--- src/rtl/keypad_matrix_scanner.sv ---
// 4x4 active-low keypad scanner: row drive, 2-flop column sync, per-scan priority
// encode, scan-level debounce and committed key code with a held-level flag.
module keypad_matrix_scanner #(
    parameter int unsigned SCAN_DIV     = 4,
    parameter int unsigned DEBOUNCE_CNT = 3
) (
    input  logic       clk,
    input  logic       rst,
    input  logic [3:0] colIn,
    output logic [3:0] rowOut,
    output logic [3:0] keyCode,
    output logic       keyHeld
);

    localparam int unsigned DIV_W = $clog2(SCAN_DIV);
    localparam logic [DIV_W-1:0] DIV_LAST = DIV_W'(SCAN_DIV - 1);
    localparam logic [3:0] CNT_MAX = 4'(DEBOUNCE_CNT);

    typedef enum logic [1:0] {
        IDLE,
        HELD,
        SWAP
    } state_t;

    state_t state, stateNext;

    logic [3:0]       colMeta, colSync;
    logic [DIV_W-1:0] divCnt;
    logic [1:0]       rowIdx;
    logic             scanHit, candHit, evalDly;
    logic [3:0]       scanCode, candCode, matchCnt, codeNext;
    logic             rowHit, finalHit, sampleNow, resultMatch, commitReq;
    logic [1:0]       rowCol;
    logic [3:0]       finalCode;

    assign rowOut    = ~(4'b0001 << rowIdx);
    assign sampleNow = (divCnt == DIV_LAST);

    always_comb begin
        rowHit = 1'b0;
        rowCol = '0;
        for (int unsigned c = 0; c < 4; c++) begin
            if (!colSync[c] && !rowHit) begin
                rowHit = 1'b1;
                rowCol = 2'(c);
            end
        end
    end

    // Row 0 restarts the scan; later rows only fill in if nothing was found earlier.
    always_comb begin
        if (rowIdx != 2'd0 && scanHit) begin
            finalHit  = 1'b1;
            finalCode = scanCode;
        end else begin
            finalHit  = rowHit;
            finalCode = {rowIdx, rowCol};
        end
    end

    assign resultMatch = (finalHit == candHit) && (!finalHit || finalCode == candCode);

    always_ff @(posedge clk) begin
        if (rst) begin
            colMeta  <= '1;
            colSync  <= '1;
            divCnt   <= '0;
            rowIdx   <= '0;
            scanHit  <= 1'b0;
            scanCode <= '0;
            candHit  <= 1'b0;
            candCode <= '0;
            matchCnt <= '0;
            evalDly  <= 1'b0;
        end else begin
            colMeta <= colIn;
            colSync <= colMeta;
            evalDly <= 1'b0;
            if (sampleNow) begin
                divCnt   <= '0;
                rowIdx   <= rowIdx + 2'd1;
                scanHit  <= finalHit;
                scanCode <= finalCode;
                if (rowIdx == 2'd3) begin
                    evalDly <= 1'b1;
                    if (resultMatch) begin
                        if (matchCnt < CNT_MAX) begin
                            matchCnt <= matchCnt + 4'd1;
                        end
                    end else begin
                        candHit  <= finalHit;
                        candCode <= finalCode;
                        matchCnt <= 4'd1;
                    end
                end
            end else begin
                divCnt <= divCnt + DIV_W'(1);
            end
        end
    end

    // Committed key is implied by state: only HELD carries a key, so compare against that.
    always_comb begin
        case (state)
            HELD:    commitReq = evalDly && (matchCnt == CNT_MAX) && (!candHit || candCode != keyCode);
            IDLE:    commitReq = evalDly && (matchCnt == CNT_MAX) && candHit;
            default: commitReq = 1'b0;
        endcase
    end

    always_comb begin
        stateNext = state;
        codeNext  = keyCode;
        case (state)
            IDLE: begin
                if (commitReq) begin
                    stateNext = HELD;
                    codeNext  = candCode;
                end
            end
            HELD: begin
                if (commitReq) begin
                    stateNext = candHit ? SWAP : IDLE;
                end
            end
            SWAP: begin
                stateNext = HELD;
                codeNext  = candCode;
            end
            default: stateNext = IDLE;
        endcase
    end

    always_ff @(posedge clk) begin
        if (rst) begin
            state   <= IDLE;
            keyCode <= '0;
            keyHeld <= 1'b0;
        end else begin
            state   <= stateNext;
            keyCode <= codeNext;
            keyHeld <= (stateNext == HELD);
        end
    end

endmodule

--- config.mk ---
export PLATFORM = sky130hd
export DESIGN_NAME = keypad_matrix_scanner
export DESIGN_NICKNAME = d
export VERILOG_FILES = /design/src/rtl/keypad_matrix_scanner.sv
export SDC_FILE = /design/constraint.sdc
export NUM_CORES = 1
export LEC_CHECK = 0
export CORE_ASPECT_RATIO = 0.9
export CORE_MARGIN = 2
export CORE_UTILIZATION = 55
export CTS_CLUSTER_DIAMETER = 50
export DETAILED_ROUTE_END_ITERATION = 7
export HOLD_SLACK_MARGIN = 0.15
export PLACE_DENSITY_LB_ADDON = 0.08
export SLEW_MARGIN = 15
export SYNTH_ARGS = -nofsm -noshare
export SYNTH_HDL_FRONTEND = slang
export SYNTH_SLANG_ARGS = --single-unit
--- constraint.sdc ---
create_clock -name clk -period 2.9 [get_ports clk]
set_clock_uncertainty 0.15 [all_clocks]
set_input_delay 0.29 -clock clk [delete_from_list [all_inputs] [get_ports clk]]
set_output_delay 0.29 -clock clk [all_outputs]
set_load 0.03 [all_outputs]
# ---- After elaboration in Yosys (flattened, before gate mapping)
# Cells that the tools add are included.
dict set report word_totals {
  reg_bits 34
  word_cells 76
}
dict set report op_classes {
  n_addsub 3
  magnitude_cmp 1
  n_eq_ne 11
  shift 1
  mux 19
  bitwise_logic 3
  n_reduce_logical 25
}
# op count
set op_table {}
lappend op_table {{$mux W4} 4}
lappend op_table {{$mux W2} 5}
lappend op_table {{$logic_and A1 B1 Y1} 8}
lappend op_table {{$pmux W4 S2} 1}
lappend op_table {{$logic_not A1 Y1} 7}
lappend op_table {{$mux W1} 7}
lappend op_table {{$eq A2 B2 Y1 const B} 3}
lappend op_table {{$pmux W2 S3} 1}
lappend op_table {{$reduce_and A3 Y1} 2}
lappend op_table {{$add A2 B1 Y2 const B} 2}
lappend op_table {{$add A4 B1 Y4 const B} 1}
lappend op_table {{$eq A2 B1 Y1 const B} 2}
lappend op_table {{$eq A4 B2 Y1 const B} 1}
lappend op_table {{$eq A4 B4 Y1} 1}
lappend op_table {{$lt A4 B2 Y1 const B} 1}
lappend op_table {{$ne A4 B4 Y1} 1}
lappend op_table {{$not A4 Y4} 1}
lappend op_table {{$reduce_bool A2 Y1} 2}
lappend op_table {{$reduce_or A2 Y1} 2}
lappend op_table {{$shl A1 B2 Y4 const A} 1}
lappend op_table {{$logic_not A2 Y1} 1}
lappend op_table {{$logic_or A1 B1 Y1} 2}
lappend op_table {{$ne A2 B1 Y1 const B} 1}
lappend op_table {{$ne A2 B2 Y1 const B} 1}
lappend op_table {{4 further kinds} 5}

# ---- Depth between registers and ports, before layout
# Gate-level depths: netlist of run 1.
dict set report logic_depth {
  ltp_word 15
  depth_mapped 9
  mapped_depth_nobuf 8
}

# ---- Worst setup path before layout of run 1
# Ideal clock, no wire load.
dict set report synth_timing {
  path_type {register to register}
  startpoint {register rowIdx[0]}
  endpoint {register candHit}
  setup_time_ns 0.143
  t_arrival_ns 2.209
  t_required_ns 2.607
  slack_ns 0.398
  path_stages_with_launch 9
  path_buffers 0
  cell_sequence {dfxtp_1 inv_1 ha_1 nand2b_2 a41o_1 xor2_1 or4b_4 a21oi_1 a211oi_1}
}
dict set report synth_via {
  elab_chain_len 8
  elab_cells_between_ends 12
}
# element line
set synth_rtl {}
lappend synth_rtl {{start, declared} 29} ;# logic [1:0] rowIdx;
lappend synth_rtl {{start signal, assigned} 81} ;# rowIdx <= rowIdx + 2'd1;
lappend synth_rtl {{$reduce_bool A2 Y1} 52} ;# if (rowIdx != 2'd0 && scanHit) begin
lappend synth_rtl {{$logic_and A1 B1 Y1} 52}
lappend synth_rtl {{$mux W4 / $mux W1 (equally long branches)} 52}
lappend synth_rtl {{$eq A4 B4 Y1 / $logic_not A1 Y1 (equally long branches)} 61} ;# assign resultMatch = (finalHit == candHit) && (!finalHit || finalCode == candCode);
lappend synth_rtl {{$logic_or A1 B1 Y1} 61}
lappend synth_rtl {{$logic_and A1 B1 Y1} 61}
lappend synth_rtl {{$not A1 Y1 (no source line)} -}
lappend synth_rtl {{$reduce_and A3 Y1 (no source line)} -}
lappend synth_rtl {{end signal, assigned} 91} ;# candHit <= finalHit;
lappend synth_rtl {{end, declared} 30} ;# logic scanHit, candHit, evalDly;
# Parallel ways exist; a longest one is shown, timed or not.
# A chain may end at the register's enable or synchronous reset.

# ---- Worst setup path after layout of run 1
dict set report layout_timing {
  startpoint {register rowIdx[0]}
  endpoint {register candCode[2]}
}
dict set report layout_via {
  elab_chain_len 8
  elab_cells_between_ends 12
}
# element line
set layout_rtl {}
lappend layout_rtl {{$reduce_bool A2 Y1} 52}
lappend layout_rtl {{$logic_and A1 B1 Y1} 52}
lappend layout_rtl {{$mux W4 / $mux W1 (equally long branches)} 52}
lappend layout_rtl {{$eq A4 B4 Y1 / $logic_not A1 Y1 (equally long branches)} 61}
lappend layout_rtl {{$logic_or A1 B1 Y1} 61}
lappend layout_rtl {{$logic_and A1 B1 Y1} 61}
lappend layout_rtl {{$not A1 Y1 (no source line)} -}
lappend layout_rtl {{$reduce_and A3 Y1 (no source line)} -}
lappend layout_rtl {{end signal, assigned} 92} ;# candCode <= finalCode;
lappend layout_rtl {{end, declared} 31} ;# logic [3:0] scanCode, candCode, matchCnt, codeNext;
# Parallel ways exist; a longest one is shown, timed or not.

==> flow_metrics.tcl, run 1 <==
set metrics [dict create \
    worst_slew_margin_rel_pct 62.0 \
    post-route-min-period_ns 2.74 \
    final-setup-viol-count 0 \
    antennaDiodeCount 0 \
    place.gp.congestion 0.865 \
    die_w_um 60.2 \
    timing.hold.ws_ns 0.270 \
    post_synth_num_cell_types 41 \
    dp.final_hpwl_mm 2.29 \
    reg_to_reg_startpoint "rowIdx[0]" \
    via_count 1206 \
    pin_count 15 \
    async_flop_share_pct 0 \
    synth_warn 0 \
    hp-start "colMeta[2]" \
    htreeDepth 2 \
    syn-num-nets 180 \
    synth_enable_flop_cells 0 \
    cts_buffer_depth 2 \
    timing.hold.worst_endpoint "colSync[2]" \
    peakVddDrop_v 0.000350 \
    drc 0 \
    status "finished, final reports clean" \
    first_global_vias 1141 \
    remaining_antenna_violation_count_after_routing 0 \
    routed_wl_mm 3.03 \
    setup.reg_to_reg.worst_slack_ns 0.16 \
    number_of_endpoints_with_negative_hold_slack_in_the_final_report 0 \
    core_um2 2730 \
    p_leak_uw 0.000657 \
    fp.dieArea_um2 3280 \
    path_max_fanout 6 \
    cts_hold_repair.buffers 0 \
    critical_path.startpoint_type "register" \
    grt_start_max_net_pins 20 \
    numPortBuffers 14 \
    synth.area.top_cells "sky130_fd_sc_hd__dfxtp_1 (44%), sky130_fd_sc_hd__ha_1 (4.8%), sky130_fd_sc_hd__nor2_1 (4.8%)" \
    grt_setup_unrepaired "false" \
    first_iter_violations 33 \
    insertion_delay_ns 0.34 \
    wire_length_of_the_first_global_routing_pass_mm 4.97 \
    share_of_the_yosys_chip_area_belonging_to_registers_pct 43.6 \
    totalNegativeSetupSlack_ns 0 \
    worstMarginPinSlew_ns 0.569 \
    post-synth-top-area-fraction_pct 43.6 \
    syn_avg_cell_area_um2 9.30 \
    final_util_pct 65.9 \
    syn-instance-count 168 \
    r2r_cells 8 \
    viasPerCell 5.36 \
    synth.cell_area_um2 1560 \
    worst-endpoint-required_ns 2.95 \
    root_buffer "sky130_fd_sc_hd__clkbuf_4" \
    area_delta_synth_final_pct 14.9 \
    yosys_register_bits 34 \
    yosys_most_used_dff "sky130_fd_sc_hd__dfxtp_1" \
    globalRoute.totalOverflow 0 \
    min_delay_path_depth 1 \
    power_per_cell_area_nw_per_um2 455 \
    cts-buffers-inserted 5 \
    tritoncts_num_sinks 34 \
    synthTopCellsByCount "sky130_fd_sc_hd__dfxtp_1 (34), sky130_fd_sc_hd__nor2_1 (20), sky130_fd_sc_hd__a21oi_1 (11), sky130_fd_sc_hd__inv_1 (11), sky130_fd_sc_hd__nand2_1 (11)" \
    placement_rows 18 \
    synth.largest_area_cell "sky130_fd_sc_hd__dfxtp_1" \
    floorplan.initialDensity_pct 57.3 \
    path_class "reg -> reg" \
    post_route_cells_drive_above_1_share_pct 16.8 \
    synthMostInstantiatedCell "sky130_fd_sc_hd__dfxtp_1" \
    cts_setup_buffers 0 \
    drt-pass1-iter-count 4 \
    grt_util_all_layers_pct 21.0 \
    antenna_found_initial 0 \
    timing.critical_path.arrival_ns 2.80 \
    worst_setup_hold_path_clk_slew_ns 0.09 \
    postLayoutSetupSlackWorst_ns 0.155 \
    hold_class "reg -> reg" \
    post_placement_setup_slack_ns 0.173 \
    num-nets-final 198 \
    cts_tree "done" \
    chipHeight_um 54.6 \
    post_cts_resize_count 0 \
    r2r_end "candCode[2]" \
    fmax_mhz 364 \
    maxSlewViolCount 0 \
    wire_per_inst_um 13.5 \
    end_kind "register" \
    maxCapViolCount 0 \
    layout_worst_path_cycle_share_pct 94.6 \
]
where the power goes:
group,internal (uW),total (uW),leakage [uW],switching [uW]
clock,109,251,0.0000302,142
sequential,479,488,0.000277,8.68
combinational,35.5,78.1,0.000350,42.6
total,623,817,0.000657,193
per-layer routing:
metal	global-route usage (%)	wire length, um	up-vias
met2	36.2	1480	21
met5	0	0	-
met3	7.80	116	5
li1	-	-	614
met4	7.04	34	0
met1	24.2	1400	566
metrics by stage:
step / power [uW] / area (um2) / cells
global placement: 573 / 1740 / 219
finish: 817 / 1800 / 225
detailed placement: 576 / 1740 / 219
floorplan: 549 / 1560 / 168
CTS: 821 / 1800 / 225
global route: 852 / 1800 / 225
sequential cells by signal, indices dropped and copies added, names as in the netlist, 2 cells and up:
register	count
candCode	4
colMeta	4
colSync	4
divCnt	2
keyCode	4
matchCnt	4
rowIdx	2
scanCode	4
state	2
worst max-delay path, stage by stage (launching register included):
cell,delay [ns]
sky130_fd_sc_hd__dfxtp_1,0.49
sky130_fd_sc_hd__inv_1,0.11
sky130_fd_sc_hd__ha_1,0.27
sky130_fd_sc_hd__nand2b_2,0.28
sky130_fd_sc_hd__a41o_1,0.29
sky130_fd_sc_hd__xor2_1,0.20
sky130_fd_sc_hd__or4b_4,0.58
sky130_fd_sc_hd__a21oi_1,0.17
sky130_fd_sc_hd__a211oi_1,0.07
layout make-up:
class,instances,area (um2)
fillers,238,930
multi-input cells,117,810
flip-flops and latches,34,681
repair buffers,17,163
clock buffers,6,51.3
well taps,40,50.0
inverters,11,41.3
logic make-up (layout without fill, tap and decap cells):
group	after synthesis	count (layout)	share of synthesized area (%)
flip-flops	34	34	43.6
AND/OR/NAND/NOR	66	66	23.7
AO/OA/AOI/OAI	31	31	14.1
XOR/XNOR	7	7	3.92
adder cells (fa/ha/maj)	6	6	4.80
buffers and inverters	17	34	4.64
multiplexers	7	7	5.28
how the worst max path moves through the flow:
stage,from,end,slack [ns],cells after the start
6_report,rowIdx[0],candCode[2],0.16,8
5_1_grt,rowIdx[0],candCode[3],0.06,8
4_1_cts,rowIdx[0],candHit,0.16,8
3_5_place_dp,rowIdx[0],candHit,0.17,8
3_3_place_gp,rowIdx[0],candCode[2],0.31,8
2_1_floorplan,rowIdx[0],candHit,0.40,8
cell usage in the layout, fill, tap and decap left out, types with 3 or more instances in the layout:
master,count
sky130_fd_sc_hd__nor2_1,20
sky130_fd_sc_hd__a21oi_1,11
sky130_fd_sc_hd__nor3_1,4
sky130_fd_sc_hd__ha_1,6
sky130_fd_sc_hd__xnor2_1,6
sky130_fd_sc_hd__nor3b_1,3
sky130_fd_sc_hd__dfxtp_1,34
sky130_fd_sc_hd__inv_1,11
sky130_fd_sc_hd__nand3_1,7
sky130_fd_sc_hd__mux2i_1,6
sky130_fd_sc_hd__nand2_1,11
sky130_fd_sc_hd__clkbuf_4,5
sky130_fd_sc_hd__clkdlybuf4s50_1,14
sky130_fd_sc_hd__a211oi_1,7
sky130_fd_sc_hd__buf_4,3
sky130_fd_sc_hd__or2_2,9
(Power assumes the default switching activity.)
==> run 2: changes to the inputs <==
--- a/config.mk
+++ b/config.mk
@@ -6,7 +6,6 @@
 export NUM_CORES = 1
 export LEC_CHECK = 0
 export CORE_ASPECT_RATIO = 0.9
-export CORE_MARGIN = 2
 export CORE_UTILIZATION = 55
 export CTS_CLUSTER_DIAMETER = 50
 export DETAILED_ROUTE_END_ITERATION = 7
==> flow_metrics.tcl, run 2 (synthesis gave the netlist of run 1 again) <==
set metrics [dict create \
    number_of_endpoints_with_negative_hold_slack_in_the_final_report 0 \
    root_buffer "sky130_fd_sc_hd__clkbuf_4" \
    cts_setup_buffers 0 \
    hold_class "reg -> reg" \
    placed_cell_area_um2 1730 \
    tritoncts_num_sinks 34 \
    area_delta_synth_final_pct 13.5 \
    numPortBuffers 14 \
    end_kind "register" \
    post_route_cells_drive_above_1_share_pct 16.3 \
    wire_length_of_the_first_global_routing_pass_mm 5.02 \
    num-nets-final 196 \
    core_um2 2570 \
    status "finished, final reports clean" \
    worst-endpoint-required_ns 2.95 \
    chipHeight_um 52.6 \
    maxSlewViolCount 0 \
    grt_setup_unrepaired "false" \
    peakVddDrop_v 0.000290 \
    path_max_fanout 11 \
    dpl.cell_count 215 \
    p_leak_uw 0.000643 \
    antennaDiodeCount 0 \
    final-instance-count-excl-fill 222 \
    insertion_delay_ns 0.33 \
    floorplan.initialDensity_pct 60.7 \
    first_global_vias 1109 \
    maxCapViolCount 0 \
    die_w_um 58.2 \
    globalRoute.totalOverflow 0 \
    via_count 1198 \
    layout_worst_path_cycle_share_pct 89.9 \
    worst_slew_margin_rel_pct 55.4 \
    final-setup-viol-count 0 \
    placement_rows 17 \
    htreeDepth 2 \
    first_iter_violations 51 \
    cts_tree "done" \
    grt_util_all_layers_pct 22.9 \
    grt_start_max_net_pins 22 \
    antenna_found_initial 0 \
    viasPerCell 5.40 \
    path_class "reg -> reg" \
    cts-buffers-inserted 5 \
    leading_cell_type_in_the_layout_fill_and_taps_excluded "sky130_fd_sc_hd__dfxtp_1" \
    timing.critical_path.arrival_ns 2.66 \
    dp.final_hpwl_mm 2.20 \
    fin_area_um2 1770 \
    cp_cell_sequence "inv_1 > ha_1 > nor2b_4 > mux2i_1 > a311oi_2 > or4b_4 > a21oi_1 > a211oi_1" \
    remaining_antenna_violation_count_after_routing 0 \
    fmax_mhz 383 \
    totalNegativeSetupSlack_ns 0 \
    most_used_cells_in_the_layout_excluding_fill_and_tap_cells "sky130_fd_sc_hd__dfxtp_1 (32), sky130_fd_sc_hd__nor2_1 (20), sky130_fd_sc_hd__clkdlybuf4s50_1 (14)" \
    routed_wl_mm 2.89 \
    post-route-min-period_ns 2.61 \
    critical_path.max_stage_delay_ns 0.55 \
    critical-path-slowest-cell "sky130_fd_sc_hd__or4b_4" \
    drt-pass1-iter-count 4 \
    power_per_cell_area_nw_per_um2 449 \
    worst_setup_hold_path_clk_slew_ns 0.09 \
    cts_buffer_depth 2 \
    fp.dieArea_um2 3060 \
    place.gp.congestion 0.847 \
    critical_path.startpoint_type "register" \
    pin_count 15 \
    drc 0 \
    wire_per_inst_um 13.0 \
    worstMarginPinSlew_ns 0.668 \
]
[run 2: cell count changes in the layout (fill, tap and decap cells not counted)]
cell and delta:
sky130_fd_sc_hd__buf_4 -2, sky130_fd_sc_hd__clkbuf_1 +2, sky130_fd_sc_hd__dfxtp_1 -2, sky130_fd_sc_hd__dfxtp_2 +2, sky130_fd_sc_hd__clkbuf_8 -1
[run 2: worst max-delay path, delay by kind of cell, from the launching register on]
kind / cells / cell delay (ns)
simple gates: 2 / 0.80
flops: 1 / 0.42
buf+inv: 1 / 0.08
mux: 1 / 0.16
fa+ha+maj: 1 / 0.26
compound gates: 3 / 0.60
[run 2: worst paths after layout]
kind / endpoint / slack (ns) / cells past startpoint / start
max: candHit / 0.29 / 8 / rowIdx[0]
max reg2reg: candHit / 0.29 / 8 / rowIdx[0]
min: colSync[1] / 0.27 / 1 / colMeta[1]
min reg2reg: colSync[1] / 0.27 / 1 / colMeta[1]
[run 2: cell type report]
cell class	count	area, um2
Fill cell	221	800
Tap cell	38	47.5
Inverter	11	41.3
Timing Repair Buffer	15	148
Multi-Input combinational cell	117	810
Sequential cell	34	683
Clock buffer	7	45.0
[run 2: repair_timing]
action / CTS / global route
gates resized for setup: 0 / 2
setup endpoints to repair: 0 / 1
hold buffers: 0 / 0
[run 2: power breakdown]
part	total [uW]	switching, uW	internal, uW	leakage (uW)
Combinational	75.7	42.0	33.8	0.000340
Clock	234	142	91.3	0.0000254
Sequential	488	8.80	479	0.000277
[run 2: layer usage]
layer  global-route usage [%]  share of wire (%)  wire (um)
met5                        0                  0          0
met4                     13.1                2.5         72
met3                     6.67                4.7        136
met2                     35.1                 46       1330
met1                     28.9                 47       1350
[run 2: through the flow]
step	worst slack [ns]	total power [uW]	util, %	hold WS [ns]
after floorplan	0.398	549	-	0.224
after detailed placement	0.227	574	67.1	0.245
final	0.292	797	68.9	0.266
after global placement	0.305	571	67.1	0.241
after global routing	0.108	831	68.9	0.274
after CTS	0.199	805	68.8	0.267
